--- src/rtl/div_pkg.sv ---
// Shared types and sizing helpers for the restoring divider and its step logic.
package div_pkg;

  localparam int DIV_WIDTH_DEFAULT = 4;

  typedef enum logic [1:0] {
    S_IDLE = 2'd0,
    S_CALC = 2'd1,
    S_DONE = 2'd2
  } div_state_e;

  // Iteration counter width; one spare bit beyond the index range.
  function automatic int cnt_w(input int width);
    return $clog2(width) + 1;
  endfunction

endpackage

--- src/rtl/div_step.sv ---
// One combinational restoring-division iteration: shift in the next dividend
// bit, trial-subtract the divisor, keep the difference only if it fits.
module div_step
  import div_pkg::*;
#(
  parameter int WIDTH = DIV_WIDTH_DEFAULT
) (
  input  logic [WIDTH-1:0] rem_i,
  input  logic [WIDTH-1:0] q_sh_i,
  input  logic [WIDTH-1:0] d_reg_i,
  output logic [WIDTH-1:0] rem_next_o,
  output logic [WIDTH-1:0] q_next_o
);

  logic [WIDTH:0] t;
  logic [WIDTH:0] diff;
  logic           ge;

  // The extra top bit of t only takes part in the compare and the subtract.
  assign t    = {rem_i, q_sh_i[WIDTH-1]};
  assign ge   = (t >= {1'b0, d_reg_i});
  assign diff = t - {1'b0, d_reg_i};

  assign rem_next_o = ge ? diff[WIDTH-1:0] : t[WIDTH-1:0];
  assign q_next_o   = {q_sh_i[WIDTH-2:0], ge};

endmodule

--- src/rtl/div_restoring.sv ---
// Multi-cycle restoring divider with single-shot valid handshake; EARLY_EXIT
// trades fixed latency for a one-edge finish on trivial operands.
module div_restoring
  import div_pkg::*;
#(
  parameter int WIDTH      = DIV_WIDTH_DEFAULT,
  parameter int EARLY_EXIT = 0
) (
  input  logic             clk,
  input  logic             rst_n,
  input  logic             in_valid,
  output logic             in_ready,
  input  logic [WIDTH-1:0] dividend,
  input  logic [WIDTH-1:0] divisor,
  output logic [WIDTH-1:0] quotient,
  output logic [WIDTH-1:0] remainder,
  output logic             out_valid,
  output logic             div_by_zero
);

  localparam int             CW   = cnt_w(WIDTH);
  localparam logic [CW-1:0]  LAST = CW'(WIDTH - 1);

  div_state_e       state_q, state_d;
  logic [WIDTH-1:0] d_reg_q, d_reg_d;
  logic [WIDTH-1:0] q_sh_q, q_sh_d;
  logic [WIDTH-1:0] rem_q, rem_d;
  logic [CW-1:0]    cnt_q, cnt_d;
  logic [WIDTH-1:0] quotient_q, quotient_d;
  logic [WIDTH-1:0] remainder_q, remainder_d;
  logic             out_valid_q, out_valid_d;
  logic             dbz_q, dbz_d;

  logic [WIDTH-1:0] step_rem;
  logic [WIDTH-1:0] step_q;

  div_step #(.WIDTH(WIDTH)) u_step (
    .rem_i      (rem_q),
    .q_sh_i     (q_sh_q),
    .d_reg_i    (d_reg_q),
    .rem_next_o (step_rem),
    .q_next_o   (step_q)
  );

  assign in_ready = (state_q == S_IDLE);

  always_comb begin
    state_d     = state_q;
    d_reg_d     = d_reg_q;
    q_sh_d      = q_sh_q;
    rem_d       = rem_q;
    cnt_d       = cnt_q;
    quotient_d  = quotient_q;
    remainder_d = remainder_q;
    dbz_d       = dbz_q;
    out_valid_d = 1'b0;

    case (state_q)
      S_IDLE: begin
        if (in_valid) begin
          d_reg_d = divisor;
          q_sh_d  = dividend;
          rem_d   = '0;
          cnt_d   = '0;
          dbz_d   = (divisor == '0);
          state_d = S_CALC;
          // Divide-by-zero wins over the small-dividend shortcut.
          if (EARLY_EXIT != 0) begin
            if (divisor == '0) begin
              quotient_d  = '1;
              remainder_d = dividend;
              state_d     = S_DONE;
              out_valid_d = 1'b1;
            end else if (dividend < divisor) begin
              quotient_d  = '0;
              remainder_d = dividend;
              state_d     = S_DONE;
              out_valid_d = 1'b1;
            end
          end
        end
      end
      S_CALC: begin
        rem_d  = step_rem;
        q_sh_d = step_q;
        cnt_d  = cnt_q + CW'(1);
        if (cnt_q == LAST) begin
          quotient_d  = step_q;
          remainder_d = step_rem;
          state_d     = S_DONE;
          out_valid_d = 1'b1;
        end
      end
      S_DONE: begin
        state_d = S_IDLE;
      end
      default: begin
        state_d = S_IDLE;
      end
    endcase
  end

  always_ff @(posedge clk or negedge rst_n) begin
    if (!rst_n) begin
      state_q     <= S_IDLE;
      d_reg_q     <= '0;
      q_sh_q      <= '0;
      rem_q       <= '0;
      cnt_q       <= '0;
      quotient_q  <= '0;
      remainder_q <= '0;
      out_valid_q <= 1'b0;
      dbz_q       <= 1'b0;
    end else begin
      state_q     <= state_d;
      d_reg_q     <= d_reg_d;
      q_sh_q      <= q_sh_d;
      rem_q       <= rem_d;
      cnt_q       <= cnt_d;
      quotient_q  <= quotient_d;
      remainder_q <= remainder_d;
      out_valid_q <= out_valid_d;
      dbz_q       <= dbz_d;
    end
  end

  assign quotient    = quotient_q;
  assign remainder   = remainder_q;
  assign out_valid   = out_valid_q;
  assign div_by_zero = dbz_q;

endmodule

--- config.mk ---
export PLATFORM = sky130hd
export DESIGN_NAME = div_restoring
export DESIGN_NICKNAME = d
export VERILOG_FILES = /design/src/rtl/div_pkg.sv /design/src/rtl/div_step.sv /design/src/rtl/div_restoring.sv
export SDC_FILE = /design/constraint.sdc
export NUM_CORES = 1
export LEC_CHECK = 0
export ABC_AREA = 1
export BUFFER_PORTS_ARGS = -buffer_cell sky130_fd_sc_hd__buf_4
export CAP_MARGIN = 20
export CORE_UTILIZATION = 50
export DETAILED_ROUTE_END_ITERATION = 7
export PLACE_DENSITY = 0.78
export SLEW_MARGIN = 20
export SYNTH_ARGS = -nofsm -noshare
export SYNTH_HDL_FRONTEND = slang
export SYNTH_SLANG_ARGS = --single-unit
--- constraint.sdc ---
create_clock -name clk -period 1.56 [get_ports clk]
set_input_delay 0.234 -clock clk [delete_from_list [all_inputs] [get_ports clk]]
set_output_delay 0.234 -clock clk [all_outputs]
set_load 0.02 [all_outputs]
# --- Yosys cells after proc, flatten, opt, wreduce, memory -nomap -nowiden ---
# Index checks and enable logic that the tools add are counted.
totals:
  ff_bits: 27
  elab_cells: 35
  input_bits: 11
  output_inout_bits: 11
op_classes:
  order_cmp: 1
  n_reduce_logical: 7
  mux: 12
  add_sub_neg: 2
  eq_ne: 4
ops:
  columns: ["op", "count"]
  rows:
  - ["$pmux W4 S2", 2]
  - ["$mux W4", 3]
  - ["$reduce_and A2 Y1", 4]
  - ["$pmux W3 S2", 1]
  - ["$ge A5 B4 Y1", 1]
  - ["$logic_not A4 Y1", 1]
  - ["$mux W2", 2]
  - ["$ne A2 B2 Y1 const B", 2]
  - ["$pmux W2 S2", 1]
  - ["$sub A4 B4 Y4", 1]
  - ["$add A3 B1 Y3 const B", 1]
  - ["$eq A3 B2 Y1 const B", 1]
  - ["$mux W3", 1]
  - ["$eq A2 B1 Y1 const B", 1]
  - ["$logic_not A2 Y1", 1]
  - ["$mux W1", 2]
  - ["$reduce_bool A2 Y1", 1]

# --- Logic depth before layout (Yosys ltp) ---
depth:
  word_depth: 3
  ltp_mapped: 12
  mapped_depth_nobuf: 12

# --- By module ---
# Synthesis repeated with hierarchy kept, for this count alone.
unflattened:
  cells_unflattened: 166
  hier_area_um2: 1441.4
by_module_without_submodules:
  columns: ["module", "cells_each", "n_inst", "area_each_um2"]
  rows:
  - ["div_restoring", 123, 1, 1166.1]
  - ["div_step", 43, 1, 275.3]

# --- Worst setup path before layout ---
# OpenSTA, ideal clock, no wires.
synth_timing:
  path_kind: "reg2reg"
  startpoint: "register rem_q[1]"
  endpoint: "register remainder_q[2], in the netlist remainder[2]"
  slack_ps: 125
  t_arrival_ps: 1318
  synth_period_minus_slack_ps: 1435
  stages_incl_launch_ff: 10
  path_cell_list: "dfrtp_1 > ha_1 > a21oi_2 > nand2_2 > nand2_4 > nand2_4 > nand2_2 > nand2_2 > nand2_1 > nand2_1"
synth_via:
  elab_chain_cells: 2
synth_lines:
  columns: ["element", "line_no", "rtl"]
  rows:
  - ["from (decl)", "div_restoring.sv:27", "logic [WIDTH-1:0] rem_q, rem_d;"]
  - ["from (signal assigned)", "div_restoring.sv:118", "rem_q <= rem_d;"]
  - ["$sub A4 B4 Y4 or $ge A5 B4 Y1 (tied branches)", "div_step.sv:22, div_step.sv:21", null]
  - ["$mux W4 (*)", "div_step.sv:24", "assign rem_next_o = ge ? diff[WIDTH-1:0] : t[WIDTH-1:0];"]
  - ["to (signal assigned)", "div_restoring.sv:121", "remainder_q <= remainder_d;"]
  - ["to (decl)", "div_restoring.sv:30", "logic [WIDTH-1:0] remainder_q, remainder_d;"]
# Every way passes the cells marked *; elsewhere a longest branch is shown, timed or not.
# A chain may end at the register's enable or synchronous reset.

# --- Worst setup path in the final report ---
layout_timing:
  startpoint: "register rem_q[1]"
  endpoint: "register rem_q[3]"
layout_via:
  elab_chain_cells: 3
layout_lines:
  columns: ["element", "line_no", "rtl"]
  rows:
  - ["$sub A4 B4 Y4 or $ge A5 B4 Y1 (tied branches)", "div_step.sv:22, div_step.sv:21", null]
  - ["$mux W4 (*)", "div_step.sv:24", null]
  - ["$pmux W4 S2 (*)", "div_restoring.sv:58", "case (state_q)"]
# Marks and branches as above.

==> reports/qor.txt <==
Final min period -> 1500 ps
post-synthesis net count -> 167
largest family of logic cells by synthesized area -> simple AND/OR/NAND/NOR gates
Finish-stage setup viols -> 0
Die Wd -> 54.2 um
FP Rows -> 18
sequential element share of the synthesized area -> 0.497
Max IR drop VDD -> 1.59 mV
area of the core -> 0.00252 mm2
total number of vias -> 1064
via density per instance -> 5.07
fin crit share -> 0.960
# nets final -> 199
Starting Density -> 0.539
Seq. cell area -> 676 um2
Synth cell types -> 22
met1 usage -> 0.290
footprint of the multi-input gates -> 651 um2
chip height -> 54.2 um
area of the die -> 0.00293 mm2
post-route ant nets -> 0
leakage power -> 0.902 nW
start of the worst register-to-register path -> rem_q[1]
Worst Slack Setup Final -> 62.9 ps
GR Overflow Total -> 0
Buffers on Ports -> 21
post-synthesis adder-cell area fraction -> 0.0699
Slew Limit Fails -> 0
vias in the first global route -> 983
Worst-Margin Slew -> 399 ps
Hold Crit Start -> divisor[3]
DRT Wirelength -> 2850 um
fillers -> 179
later-pin clock latency in the skew report -> 330 ps
status -> finished, final reports clean
Hold Path Class -> input port to flop
CP max FO -> 6
P&R area growth vs syn -> 24.4%
Residual DRC -> 0
CTS max path bufs -> 2
Max-Cap Viols -> 0
DRT iter0 DRCs -> 16
Critical Path RT -> 1790 ps
initial antenna violation count -> 0
CP Class -> flop to flop
CP arrival -> 1730 ps
count of clock tree sinks -> 27
Worst Setup SP -> rem_q[1]
PD cells -> 2620 mW/mm2
Worst-path clk slew -> 140 ps
Global Route met3 Usage -> 0.0367
CTS buffer count -> 3
Synth Area in XOR/XNOR -> 0.00644
# diodes -> 0
Worst Clk Skew -> 5.36 ps
Yosys reg bits -> 27
final hold vios -> 0
CP startpoint kind -> flop
Post-DP Area -> 0.00156 mm2
TNS Setup -> 0 ps
hpwl dp -> 1990 um
Max-slew headroom -> 0.733
first-pass GRT wire length -> 4570 um
unrepaired setup endpoints after global routing -> true
R2R setup slack -> 60 ps
Place WS -> -12.4 ps
Hold Slack -> 124 ps
Simple-Gate Fraction of Synth Area -> 0.271
Clock Root Buffer -> clkbuf_4
share of layout cells above drive strength 1 -> 0.339
Synth Area in Compound Gates -> 0.0828
multiplexer area fraction after synthesis -> 0
H-tree levels -> 1
Placer Congestion -> 0.931
pin count of the biggest net entering global routing -> 28
Pre-antenna DRT Iters -> 4
Mapped Area -> 0.00136 mm2
Synth Area per Inst -> 9.13 um2
io pins -> 22
Routed WL per cell -> 13.6 um
All-Layer GR Usage -> 0.226
Ys Warns -> 0
fin area -> 0.00169 mm2
CTS tree -> built
Mapped Cells -> 149
f_max -> 668 MHz
Worst Setup End Kind -> flop
GRT busiest layer -> met2
M2 GR Usage -> 0.370
[cell type report]
| type | count | area share |
|---|---|---|
| repair buffers | 28 | 0.126 |
| well taps | 30 | 0.0222 |
| flip-flops and latches | 27 | 0.399 |
| clock inverters | 1 | 0.00296 |
| inverters | 22 | 0.0518 |
| clock buffers | 3 | 0.0133 |
| multi-input cells | 99 | 0.385 |
[placed cells by master, fill, tap and decap left out, types with 2 or more instances in the layout]
cell / n
a22o_1: 2
ha_4: 3
nor2_1: 4
ha_1: 3
nor2_8: 2
nand2_4: 5
buf_4: 27
o21ai_0: 7
nand3_1: 9
o21ai_1: 6
nand2_2: 8
inv_2: 7
nand2_1: 42
clkbuf_4: 3
inv_1: 14
dfrtp_1: 27
o211ai_1: 2
[metal layers]
metal  vias up  part of all wire
met5         -                 0
met4         0             0.020
met3         7             0.038
met2        25              0.48
met1       496              0.46
li1        536                 -
[cell families after synthesis]
kind of cell | Yosys count
AO/OA/AOI/OAI | 19
XOR/XNOR | 1
adder cells (fa/ha/maj) | 7
buffers and inverters | 23
flip-flops | 27
AND/OR/NAND/NOR | 72
[registers in the layout (all words and copies together) (netlist names)]
register / cells
q_sh_q: 4
remainder: 4
out_valid: 1
d_reg_q: 4
div_by_zero: 1
rem_q: 4
state_q: 2
cnt_q: 3
quotient: 4
[cells in the mapped netlist]
master    count  area share
nor2_1        4       0.011
a21oi_2       1      0.0064
nor2_8        2       0.029
inv_6         1      0.0064
nand3_1      10       0.037
o22ai_1       1      0.0046
dfrtp_1      27        0.50
inv_2         3      0.0083
o211ai_1      2       0.011
inv_1        17       0.047
o21ai_1       6       0.022
ha_1          6       0.055
buf_6         1      0.0083
clkinv_1      1      0.0028
nand2_4       5       0.041
nor3_1        1      0.0037
fa_1          1       0.015
a22o_1        2       0.013
o21ai_0       7       0.026
nand2_1      44        0.12
xnor2_1       1      0.0064
nand2_2       6       0.028
[power by group]
part           switching [W]  internal [W]
combinational        0.00169       0.00121
clock               0.000204     0.0000963
sequential          0.000202       0.00104
total                0.00210       0.00234
[stage by stage]
step	instances	util	total power (W)
5_1_grt	210	0.671	0.00482
6_report	210	0.671	0.00443
2_1_floorplan	149	-	0.00305
4_1_cts	207	0.645	0.00414
3_3_place_gp	201	0.618	0.00358
3_5_place_dp	201	0.618	0.00371
[critical path: stages (launching register included)]
cell     delay [ps]
dfrtp_1         450
ha_4            290
a21oi_4         170
nand2_2          90
nand2_4          90
nand2_4          80
nand2_2          90
nand2_2          60
nand2_1          50
nand2_1          40
[worst paths after layout]
check / cells after the start / to
worst min-delay path: 3 / d_reg_q[3]
min in group asynchronous: 2 / state_q[1]
worst max register to register: 9 / rem_q[3]
worst max-delay path: 9 / rem_q[3]
max in group asynchronous: 2 / remainder[3]
worst min register to register: 2 / remainder[3]
[timing repair]
| item | CTS | global route |
|---|---|---|
| buffers inserted | 1 | 3 |
| hold buffers | 1 | 0 |
| resized for setup | 4 | 10 |
| pin swaps | 1 | 4 |
| setup endpoints to repair | 7 | 9 |
| cloned | 0 | 0 |
| endpoints found under the hold margin | 27 | 0 |
No activity file was read; power rests on OpenSTA's default activity.
